$ cat src/rtl/cell_write_allocator_pkg.sv
// Shared switch types: cell info flags, written-cell record and free-list state.
// Record fields are sized for the largest supported configuration; narrower designs zero-extend.
package genericSwitchPkg;

  localparam int unsigned PORT_FIELD_WIDTH    = 4;
  localparam int unsigned ADDRESS_FIELD_WIDTH = 10;

  typedef struct packed {
    logic sof;
    logic eof;
  } info_type;

  typedef struct packed {
    logic [PORT_FIELD_WIDTH-1:0]    port;
    logic [ADDRESS_FIELD_WIDTH-1:0] address;
    info_type                       info;
  } cell_queue_type;

  typedef enum logic {
    INIT,
    RUN
  } free_list_state_type;

  // A SOF cell pops its own address; any non-EOF cell pops the link to its successor.
  function automatic logic [1:0] cell_need(input logic sof, input logic eof);
    return {1'b0, sof} + {1'b0, ~eof};
  endfunction

endpackage

$ cat src/rtl/cell_write_allocator_free_list.sv
// Circular free-address list: self-initialises to 0..addresses-1, then serves
// up to two pops and one push per cycle, flagging pushes into a full list.
module free_address_list
  import genericSwitchPkg::*;
#(
  parameter int unsigned addresses    = 32,
  parameter int unsigned addressWidth = $clog2(addresses)
) (
  input  logic                    clk,
  input  logic                    rstn,
  input  logic [1:0]              pop_count,
  input  logic                    push,
  input  logic [addressWidth-1:0] push_address,
  output logic [addressWidth-1:0] head_first,
  output logic [addressWidth-1:0] head_second,
  output logic [addressWidth:0]   count,
  output logic                    init_done,
  output logic                    overflow
);

  localparam logic [addressWidth-1:0] LAST = addressWidth'(addresses - 1);
  localparam logic [addressWidth:0]   FULL = (addressWidth + 1)'(addresses);

  free_list_state_type state, state_next;

  logic [addressWidth-1:0] slots [addresses];
  logic [addressWidth-1:0] head, tail, head_next;
  logic [addressWidth-1:0] head_plus1, head_plus2, tail_plus1;
  logic [addressWidth:0]   count_next;
  logic                    wr_en;
  logic [addressWidth-1:0] wr_data;
  logic                    pushing;

  function automatic logic [addressWidth-1:0] wrap_inc(input logic [addressWidth-1:0] p);
    return (p == LAST) ? '0 : p + 1'b1;
  endfunction

  assign head_plus1  = wrap_inc(head);
  assign head_plus2  = wrap_inc(head_plus1);
  assign tail_plus1  = wrap_inc(tail);
  assign head_first  = slots[head];
  assign head_second = slots[head_plus1];

  always_ff @(posedge clk or negedge rstn) begin
    if (!rstn) state <= INIT;
    else       state <= state_next;
  end

  always_comb begin
    state_next = state;
    if (state == INIT && tail == LAST) state_next = RUN;
  end

  // During INIT the tail pointer doubles as the initialisation counter.
  always_comb begin
    wr_en      = 1'b0;
    wr_data    = '0;
    pushing    = 1'b0;
    overflow   = 1'b0;
    head_next  = head;
    count_next = count;
    init_done  = 1'b0;
    case (state)
      INIT: begin
        wr_en      = 1'b1;
        wr_data    = tail;
        count_next = count + 1'b1;
      end
      RUN: begin
        init_done  = 1'b1;
        pushing    = push && (count != FULL);
        overflow   = push && (count == FULL);
        wr_en      = pushing;
        wr_data    = push_address;
        head_next  = (pop_count == 2'd2) ? head_plus2 :
                     (pop_count == 2'd1) ? head_plus1 : head;
        count_next = count - (addressWidth + 1)'(pop_count) + (addressWidth + 1)'(pushing);
      end
      default: ;
    endcase
  end

  always_ff @(posedge clk or negedge rstn) begin
    if (!rstn) begin
      head  <= '0;
      tail  <= '0;
      count <= '0;
    end else begin
      head  <= head_next;
      count <= count_next;
      if (wr_en) tail <= tail_plus1;
    end
  end

  always_ff @(posedge clk) begin
    if (wr_en) slots[tail] <= wr_data;
  end

endmodule

$ cat src/rtl/cell_write_allocator.sv
// Round-robin cell write allocator: grants one input cell per cycle, links frame
// cells through free-list addresses and writes them into cell memory one cycle later.
module cell_write_allocator
  import genericSwitchPkg::*;
#(
  parameter int unsigned nbrOfPorts     = 1,
  parameter int unsigned addresses      = 32,
  parameter int unsigned parrallelWidth = 512,
  parameter int unsigned addressWidth   = $clog2(addresses)
) (
  input  logic                                     clk,
  input  logic                                     rstn,
  input  logic [nbrOfPorts-1:0]                    cellValid,
  input  logic [nbrOfPorts-1:0]                    cellSof,
  input  logic [nbrOfPorts-1:0]                    cellEof,
  input  logic [nbrOfPorts-1:0][parrallelWidth-1:0] cellData,
  output logic [nbrOfPorts-1:0]                    cellReady,
  output logic                                     memWriteEnable,
  output logic [addressWidth-1:0]                  memWriteAddress,
  output logic [parrallelWidth-1:0]                memWriteData,
  output info_type                                 memWriteInfo,
  output logic [addressWidth-1:0]                  memWriteNextPtr,
  output logic                                     wroteCell,
  output cell_queue_type                           writtenCell,
  input  logic                                     freeEnable,
  input  logic [addressWidth-1:0]                  freeAddress,
  output logic [addressWidth:0]                    freeCount,
  output logic                                     initDone,
  output logic                                     protoError
);

  localparam int unsigned PW        = (nbrOfPorts > 1) ? $clog2(nbrOfPorts) : 1;
  localparam logic [PW-1:0] LAST_PORT = PW'(nbrOfPorts - 1);

  logic [nbrOfPorts-1:0]   in_frame, violation, candidate;
  logic [addressWidth-1:0] reserved [nbrOfPorts];
  logic [PW-1:0]           rr, win;
  logic                    found;
  logic                    win_sof, win_eof, win_violation;
  logic [addressWidth-1:0] head_first, head_second, own_addr, next_addr;
  logic [1:0]              pop_count;
  logic                    list_overflow;
  logic                    write_now;

  function automatic logic [PW-1:0] port_add(input logic [PW-1:0] base, input int unsigned k);
    int unsigned s;
    s = 32'(base) + k;
    if (s >= nbrOfPorts) s = s - nbrOfPorts;
    return PW'(s);
  endfunction

  free_address_list #(
    .addresses   (addresses),
    .addressWidth(addressWidth)
  ) u_free_list (
    .clk         (clk),
    .rstn        (rstn),
    .pop_count   (pop_count),
    .push        (freeEnable),
    .push_address(freeAddress),
    .head_first  (head_first),
    .head_second (head_second),
    .count       (freeCount),
    .init_done   (initDone),
    .overflow    (list_overflow)
  );

  // Framing violators need no addresses: they are always grantable so they can be discarded.
  always_comb begin
    violation = '0;
    candidate = '0;
    for (int unsigned i = 0; i < nbrOfPorts; i++) begin
      violation[i] = cellSof[i] ? in_frame[i] : !in_frame[i];
      candidate[i] = initDone && cellValid[i] &&
                     (violation[i] ||
                      freeCount >= (addressWidth + 1)'(cell_need(cellSof[i], cellEof[i])));
    end
  end

  always_comb begin
    found = 1'b0;
    win   = rr;
    for (int unsigned k = 0; k < nbrOfPorts; k++) begin
      if (!found && candidate[port_add(rr, k)]) begin
        found = 1'b1;
        win   = port_add(rr, k);
      end
    end
  end

  always_comb begin
    cellReady = '0;
    for (int unsigned i = 0; i < nbrOfPorts; i++) begin
      cellReady[i] = found && (win == PW'(i));
    end
  end

  always_comb begin
    win_sof       = cellSof[win];
    win_eof       = cellEof[win];
    win_violation = violation[win];
    own_addr      = win_sof ? head_first : reserved[win];
    next_addr     = win_sof ? head_second : head_first;
    write_now     = found && !win_violation;
    pop_count     = write_now ? cell_need(win_sof, win_eof) : 2'd0;
  end

  always_ff @(posedge clk or negedge rstn) begin
    if (!rstn) begin
      rr       <= '0;
      in_frame <= '0;
      for (int unsigned i = 0; i < nbrOfPorts; i++) reserved[i] <= '0;
    end else if (found) begin
      rr            <= (win == LAST_PORT) ? '0 : win + 1'b1;
      in_frame[win] <= win_eof ? 1'b0 : (win_sof ? 1'b1 : in_frame[win]);
      if (!win_violation && !win_eof) reserved[win] <= next_addr;
    end
  end

  always_ff @(posedge clk or negedge rstn) begin
    if (!rstn) begin
      memWriteEnable  <= 1'b0;
      memWriteAddress <= '0;
      memWriteData    <= '0;
      memWriteInfo    <= '0;
      memWriteNextPtr <= '0;
      wroteCell       <= 1'b0;
      writtenCell     <= '0;
      protoError      <= 1'b0;
    end else begin
      memWriteEnable <= write_now;
      wroteCell      <= write_now;
      protoError     <= protoError || (found && win_violation) || list_overflow;
      if (write_now) begin
        memWriteAddress     <= own_addr;
        memWriteData        <= cellData[win];
        memWriteInfo        <= '{sof: win_sof, eof: win_eof};
        memWriteNextPtr     <= next_addr;
        writtenCell.port    <= PORT_FIELD_WIDTH'(win);
        writtenCell.address <= ADDRESS_FIELD_WIDTH'(own_addr);
        writtenCell.info    <= '{sof: win_sof, eof: win_eof};
      end
    end
  end

endmodule

$ cat config.mk
export PLATFORM = sky130hd
export DESIGN_NAME = cell_write_allocator
export DESIGN_NICKNAME = d
export VERILOG_FILES = /design/src/rtl/cell_write_allocator_pkg.sv /design/src/rtl/cell_write_allocator_free_list.sv /design/src/rtl/cell_write_allocator.sv
export SDC_FILE = /design/constraint.sdc
export NUM_CORES = 1
export LEC_CHECK = 0
export CAP_MARGIN = 0
export CORE_AREA = 5 5 414 416
export CTS_CLUSTER_DIAMETER = 200
export DETAILED_ROUTE_END_ITERATION = 16
export DIE_AREA = 0 0 419 421
export PLACE_DENSITY = 0.48
export SLEW_MARGIN = 0
export SYNTH_ARGS = -nofsm -noshare
export SYNTH_HDL_FRONTEND = slang
export SYNTH_SLANG_ARGS = --single-unit
$ cat constraint.sdc
create_clock -name clk -period 3.4 [get_ports clk]
set_input_delay 0.68 -clock clk [delete_from_list [all_inputs] [get_ports clk]]
set_output_delay 0.68 -clock clk [all_outputs]
set_load 0.005 [all_outputs]
### Yosys cells after proc, flatten, opt, wreduce, memory -nomap -nowiden

Memories as Yosys holds them, arrays and structs flattened.
Index checks and enable logic that the tools add are counted.

* bits in registers: 551
* bits in latches: 0
* memory bits (writable): 160
* memory bits (read-only): 0
* input port bits: 523
* output and inout bits: 551
* logic and storage cells: 94
* memories: 1

Memory list
* u_free_list.slots: depth 32, bits a word 5, read ports 2, clocked after Yosys merged registers in 0, wr ports 1, line cell_write_allocator_free_list.sv:26 `logic [addressWidth-1:0] slots [addresses];`

* add/sub/neg operators: 10
* $mul: 0
* div/mod/pow operators: 0
* magnitude comparators: 5
* equality and inequality tests: 7
* shifts and indexed selects: 0
* multiplexer cells: 33
* bitwise logic cells: 4
* reduce and logical (&&, ||, !) cells: 19

Operators by type and width (number)
* two-way mux 512 bit: 1
* two-way mux 5 bit: 9
* two-way mux 1 bit: 17
* adder 5 x 1 -> 5 bit, second input constant: 3
* equality test 5 bit, second input constant: 3
* one-hot mux 6 bit (2 select lines): 1
* logical AND 1 bit: 10
* one-hot mux 5 bit (2 select lines): 1
* adder 6 x 1 -> 6 bit: 1
* adder 6 x 1 -> 6 bit, second input constant: 1
* equality test 6 bit, second input constant: 1
* greater-or-equal comparator 6 x 2 -> 1 bit: 1
* != test 6 bit, second input constant: 1
* subtractor 6 x 2 -> 6 bit: 1
* bitwise mux 5 bit: 1
* adder 1 x 1 -> 2 bit: 2
* NOT 1 bit: 4
* AND reduction 2 bit: 2
* zero test 1 bit: 3
* logical OR 1 bit: 3
* equality test 2 x 1 -> 1 bit, second input constant: 1
* equality test 2 bit, second input constant: 1
* greater-or-equal comparator 1 bit, second input constant: 2
* less-than comparator 1 bit, second input constant: 2
* other kinds (6): 6

### Longest topological paths before layout

* depth in word-level cells: 15
* mapped depth: 23
* depth with buffers taken out: 21

### By module

Synthesis repeated with hierarchy kept, for this count alone.

* cell total of the unflattened synthesis: 1731
* area, all modules: 31285.0 sq um

Modules (own cells, without submodules)
* cell_write_allocator: times used 1, cells an instance 1186, area each 22225.1 sq um, seq. area each 13312.8 sq um
* free_address_list: times used 1, cells an instance 545, area each 9059.9 sq um, seq. area each 5230.0 sq um

### Worst setup path before layout

Ideal clock, no wire load.

* path type: in2reg
* start point: input cellEof
* end point: register u_free_list.count[4]
* arrival: 3.889 ns
* required time: 3.323 ns
* slack: -0.567 ns
* cell stages on the path: 23
* path buffers: 2
* cells stage by stage: clkbuf_1 -> inv_1 -> ha_1 -> ha_1 -> nand2b_1 -> a21oi_1 -> o221ai_1 -> nand4_1 -> inv_2 -> clkbuf_1 -> nand2_1 -> inv_1 -> ha_1 -> inv_1 -> ha_1 -> inv_1 -> fa_1 -> inv_1 -> a21oi_1 -> nor2_1 -> nor2_1 -> xor2_1 -> a21oi_1

* cells in the longest elaborated chain, start to end: 12
* elaborated cells on any way between the ends: 15

RTL lines
* start: declaration: line cell_write_allocator.sv:15 `input logic [nbrOfPorts-1:0] cellEof,`
* NOT 1 bit: line cell_write_allocator_pkg.sv:26 `return {1'b0, sof} + {1'b0, ~eof};`
* adder 1 x 1 -> 2 bit: line cell_write_allocator_pkg.sv:26
* greater-or-equal comparator 6 x 2 -> 1 bit: line cell_write_allocator.sv:76 `freeCount >= (addressWidth + 1)'(cell_need(cellSof[i], cellEof[i])));`
* logical OR 1 bit: line cell_write_allocator.sv:75 `(violation[i] ||`
* logical AND 1 bit: line cell_write_allocator.sv:74 `candidate[i] = initDone && cellValid[i] &&`
* two-way mux 1 bit (not written as such): line cell_write_allocator.sv:84 `if (!found && candidate[port_add(rr, k)]) begin`
* two-way mux 1 bit: line cell_write_allocator.sv:84
* logical AND 1 bit: line cell_write_allocator.sv:104 `write_now = found && !win_violation;`
* two-way mux 2 bit *: line cell_write_allocator.sv:105 `pop_count = write_now ? cell_need(win_sof, win_eof) : 2'd0;`
* subtractor 6 x 2 -> 6 bit *: line cell_write_allocator_free_list.sv:77 `count_next = count - (addressWidth + 1)'(pop_count) + (addressWidth + 1)'(pushing);`
* adder 6 x 1 -> 6 bit *: line cell_write_allocator_free_list.sv:77
* one-hot mux 6 bit (2 select lines) *: line cell_write_allocator_free_list.sv:63 `case (state)`
* named net u_free_list.count_next[4]: line cell_write_allocator_free_list.sv:29 `logic [addressWidth:0] count_next;`
* end signal: assignment: line cell_write_allocator_free_list.sv:90 `count <= count_next;`
* end: declaration: line cell_write_allocator_free_list.sv:16 `output logic [addressWidth:0] count,`

The timed path passes the listed nets; every way through them passes the cells marked *. The select of a mux whose other input is x is not followed.
A chain may end at the register's enable or synchronous reset.

### Worst setup path after layout

* start point: input cellSof
* end point: register u_free_list.count[4]

* cells in the longest elaborated chain, start to end: 11
* elaborated cells on any way between the ends: 16

RTL lines
* start: declaration: line cell_write_allocator.sv:14 `input logic [nbrOfPorts-1:0] cellSof,`
* adder 1 x 1 -> 2 bit: line cell_write_allocator_pkg.sv:26
* greater-or-equal comparator 6 x 2 -> 1 bit: line cell_write_allocator.sv:76
* logical OR 1 bit: line cell_write_allocator.sv:75
* logical AND 1 bit: line cell_write_allocator.sv:74
* two-way mux 1 bit (not written as such): line cell_write_allocator.sv:84
* two-way mux 1 bit: line cell_write_allocator.sv:84
* logical AND 1 bit: line cell_write_allocator.sv:104
* two-way mux 2 bit *: line cell_write_allocator.sv:105
* subtractor 6 x 2 -> 6 bit *: line cell_write_allocator_free_list.sv:77
* adder 6 x 1 -> 6 bit *: line cell_write_allocator_free_list.sv:77
* one-hot mux 6 bit (2 select lines) *: line cell_write_allocator_free_list.sv:63
* named net u_free_list.count_next[4]: line cell_write_allocator_free_list.sv:29

Marked as above.

==> impl_metrics.csv <==
group,metric,value,unit
yosys,synth_edf_count,160,
die,core_area,167000,µm²
clock_network,cts_max_path_buffers,3,
sta,tns,0,ps
setup_path,end_kind,"flop",
route,drtIter0Drc,1702,
placed_design,pre_cts_slack,-691,ps
yosys,synth_compound_gate_area_share,0.0164,
route,ant_nets,0,
min_path,whs_path_depth,1,
yosys,synthMuxAreaShare,0.0812,
route,postRouteWirelength,149000,µm
pwr,intPower,0.0267,W
yosys,synth_top_family_by_area,"simple AND/OR/NAND/NOR gates",
yosys,yosys_warnings,0,
route,wl_met1,56000,µm
setup_path,critPathKind,"in -> reg",
min_path,hold_path_end,"protoError",
clock_network,clkSinkCount,709,
die,ios,1074,
yosys,ys_top_cells_by_area,"dfrtp_1 (47%), nand2_1 (20%), edfxtp_1 (17%)",
outcome,status,"finished, final reports clean",
sta,fin_worst_skew,17.3,ps
setup_path,timing.rr.start,"u_free_list.head[0]",
placed_design,placedCellCount,6042,
yosys,ys_seq_area_frac,0.638,
route,via_count,24171,
clock_network,clk_latency,690,ps
sta,rsz0062_at_grt,"yes",
global_routing,grt_overflow,0,
yosys,yosysMostFrequentCell,"nand2_1",
clock_network,cts_buffers,86,
sta,setup_ws,131,ps
min_path,hp-start,"protoError",
die,dieArea,176000,µm²
pwr,p_comb_frac,0.437,
yosys,synth.cell_area,29100,µm²
setup_path,critPathLaunchType,"primary input",
sta,worst_pin_slew,1010,ps
layout,final_cells,6221,
setup_path,critical_path_arrival,3890,ps
yosys,synth_simple_gate_area_frac,0.217,
route,routed.top_layer,"met5",
die,die_h,421,µm
layout,multiInputGateArea,9760,µm²
clock_network,htreeDepth,3,
placed_design,port_buffers,1064,
sta,period_share,0.961,
yosys,yosys.area_share.adder,0.0140,
sta,relSlewSlack,0.326,
run,maxCapViolations,0,
pwr,netSwitchingFraction,0.362,
setup_path,cp.required,4020,ps
pwr,ir_drop,0.586,mV
clock_network,clk_pin_slew,70,ps
route,drcViolationCount,0,
sta,finalSetupViolCount,0,
yosys,post_synth.cell_area_avg,10.3,µm²
yosys,syn_inst,2810,
pwr,leakagePower,20.4,nW
route,via_per_inst,3.89,
sta,holdWs,460,ps
yosys,yosys.area.top_type,"dfrtp_1",
global_routing,grt_max_degree,161,
pwr,pwr-share-clk,0.231,
setup_path,r2r.worst_path.cells,11,
route,drtPass1Iterations,5,
yosys,yosysTopAreaCellShare,0.472,
sta,hold_viol,0,
die,initial_utilization,0.174,
layout,regArea,18500,µm²
pwr,power_switching,0.0152,W
setup_path,cp_max_fo,4,
global_routing,antenna_found_initial,56,
yosys,synthArstFlopShare,0.774,
setup_path,r2r_end,"reserved[4]",
setup_path,r2r_slack,200,ps
clock_network,ctsRootBufferMaster,"clkbuf_16",
route,route.met3.wl,17900,µm
die,rows,150,
global_routing,track_usage,0.163,
sta,slew_viol_final,0,
sta,min_period,3270,ps
sta,fmax,306,MHz
min_path,hold_class,"reg -> reg",
route,wire_per_inst,23.9,µm
clock_network,cts_tree,"done",
layout,nNetsFinal,4482,
layout,areaGrowthSynthToFinish,58.4,%
route,dr_wl_met2,70300,µm
pwr,seqPwrFrac,0.332,
layout,drive_gt1_frac,0.0993,
yosys,ys_seq_elements,709,
die,die_width,419,µm
layout,fill_cells,17518,
placed_design,gp_congestion,0.864,
global_routing,grt_pass1_wl,204000,µm
global_routing,grt_pass1_vias,24894,
placed_design,hpwlAfterDp,116000,µm
clock_network,post-cts-setup-buffers,0,
yosys,ys.flop_type,"dfrtp_1",
yosys,ys_top_cells_by_count,"nand2_1 (1,579), dfrtp_1 (549), edfxtp_1 (160)",
pwr,power.density,909,nW/µm²
yosys,yosysUniqueCellTypes,46,
yosys,synth_xor_area_frac,0.00361,
worst max-delay path: stages:
cell             delay [ps]
clkdlybuf4s50_1         530
ha_4                    230
ha_4                    250
nand2b_4                110
a21oi_2                  50
o221ai_2                140
nand4_1                 260
inv_8                   120
nand2_2                  50
inv_1                    60
ha_1                    220
inv_1                    60
ha_2                    170
inv_2                    40
fa_2                    380
inv_1                    60
a21oi_1                  50
nor2_1                  100
nor2_1                   60
xor2_1                  140
a21oi_1                 130
kinds of logic after synthesis:
logic type | count (synthesis)
xor+xnor | 12
compound gates | 78
fa+ha+maj | 32
simple gates | 1657
mux | 122
buf+inv | 199
flops | 709
other cells | 1
metal layers:
| metal | global-route usage | vias to the layer above |
|---|---|---|
| li1 | - | 11263 |
| met1 | 0.180 | 11833 |
| met2 | 0.264 | 852 |
| met3 | 0.0857 | 215 |
| met4 | 0.0604 | 8 |
| met5 | 0 | - |
what timing repair did:
item	4_1_cts	5_1_grt
hold buffers	1	0
gates resized for setup	2	1
endpoints found under the setup margin	1	7
endpoints found under the hold margin	2	0
power by group through the flow:
stage | Combinational [W] | Clock, W | Sequential, W
floorplan | 0.00670 | 0 | 0.0139
global placement | 0.0187 | 0 | 0.0139
detailed placement | 0.0187 | 0 | 0.0140
CTS | 0.0188 | 0.0100 | 0.0139
global route | 0.0201 | 0.0103 | 0.0143
finish | 0.0183 | 0.00968 | 0.0139
cells in the final DEF, fill, tap and decap left out, drive strengths merged, types with 3 or more instances in the layout:
cell type         n
a21oi            25
a22oi            10
and3              3
buf             129
bufinv            7
clkbuf          118
clkdlybuf4s50  1061
clkinv           21
clkinvlp          5
conb              9
dfrtp           549
diode            19
edfxtp          160
ha               31
inv              35
mux2             10
mux2i            22
mux4             90
nand2          1579
nand2b            3
nand3             6
nor2             46
nor3              7
o21ai            22
o31ai             6
o41ai             5
xnor2             9
xor2              3
stage by stage:
| stage | cell area, µm² | power (W) | utilization |
|---|---|---|---|
| finish | 46100 | 0.0419 | 0.276 |
| global route | 46000 | 0.0447 | 0.276 |
| CTS | 46000 | 0.0427 | 0.276 |
| floorplan | 29200 | 0.0206 | - |
| global placement | 43000 | 0.0326 | 0.258 |
| detailed placement | 43000 | 0.0327 | 0.258 |
registers in the layout (all words and copies together) (netlist names):
register	cells
memWriteData	512
u_free_list.slots	160
writtenCell	7
u_free_list.head	5
in_frame	1
wroteCell	1
u_free_list.state	1
u_free_list.count	6
reserved	5
protoError	1
memWriteNextPtr	5
u_free_list.tail	5
cell type report:
type                            instances  area share
Antenna cell                           19     0.00103
Clock buffer                          118      0.0537
Clock inverter                         41      0.0102
Inverter                               27     0.00247
Multi-Input combinational cell       1910       0.212
Sequential cell                       709       0.403
Tap cell                             2204      0.0599
Timing Repair Buffer                 1193       0.258
worst max path at each step:
stage	startpoint	endpoint	slack [ps]	cells after the start
after floorplan	cellEof	u_free_list.count[4]	-120	23
after global placement	cellEof	u_free_list.count[4]	-760	22
after detailed placement	cellEof	u_free_list.count[4]	-690	22
after CTS	cellSof	cellReady	150	8
after global routing	cellSof	u_free_list.count[4]	-30	21
final	cellSof	u_free_list.count[4]	130	21
Power figures use the tool's default switching activity.
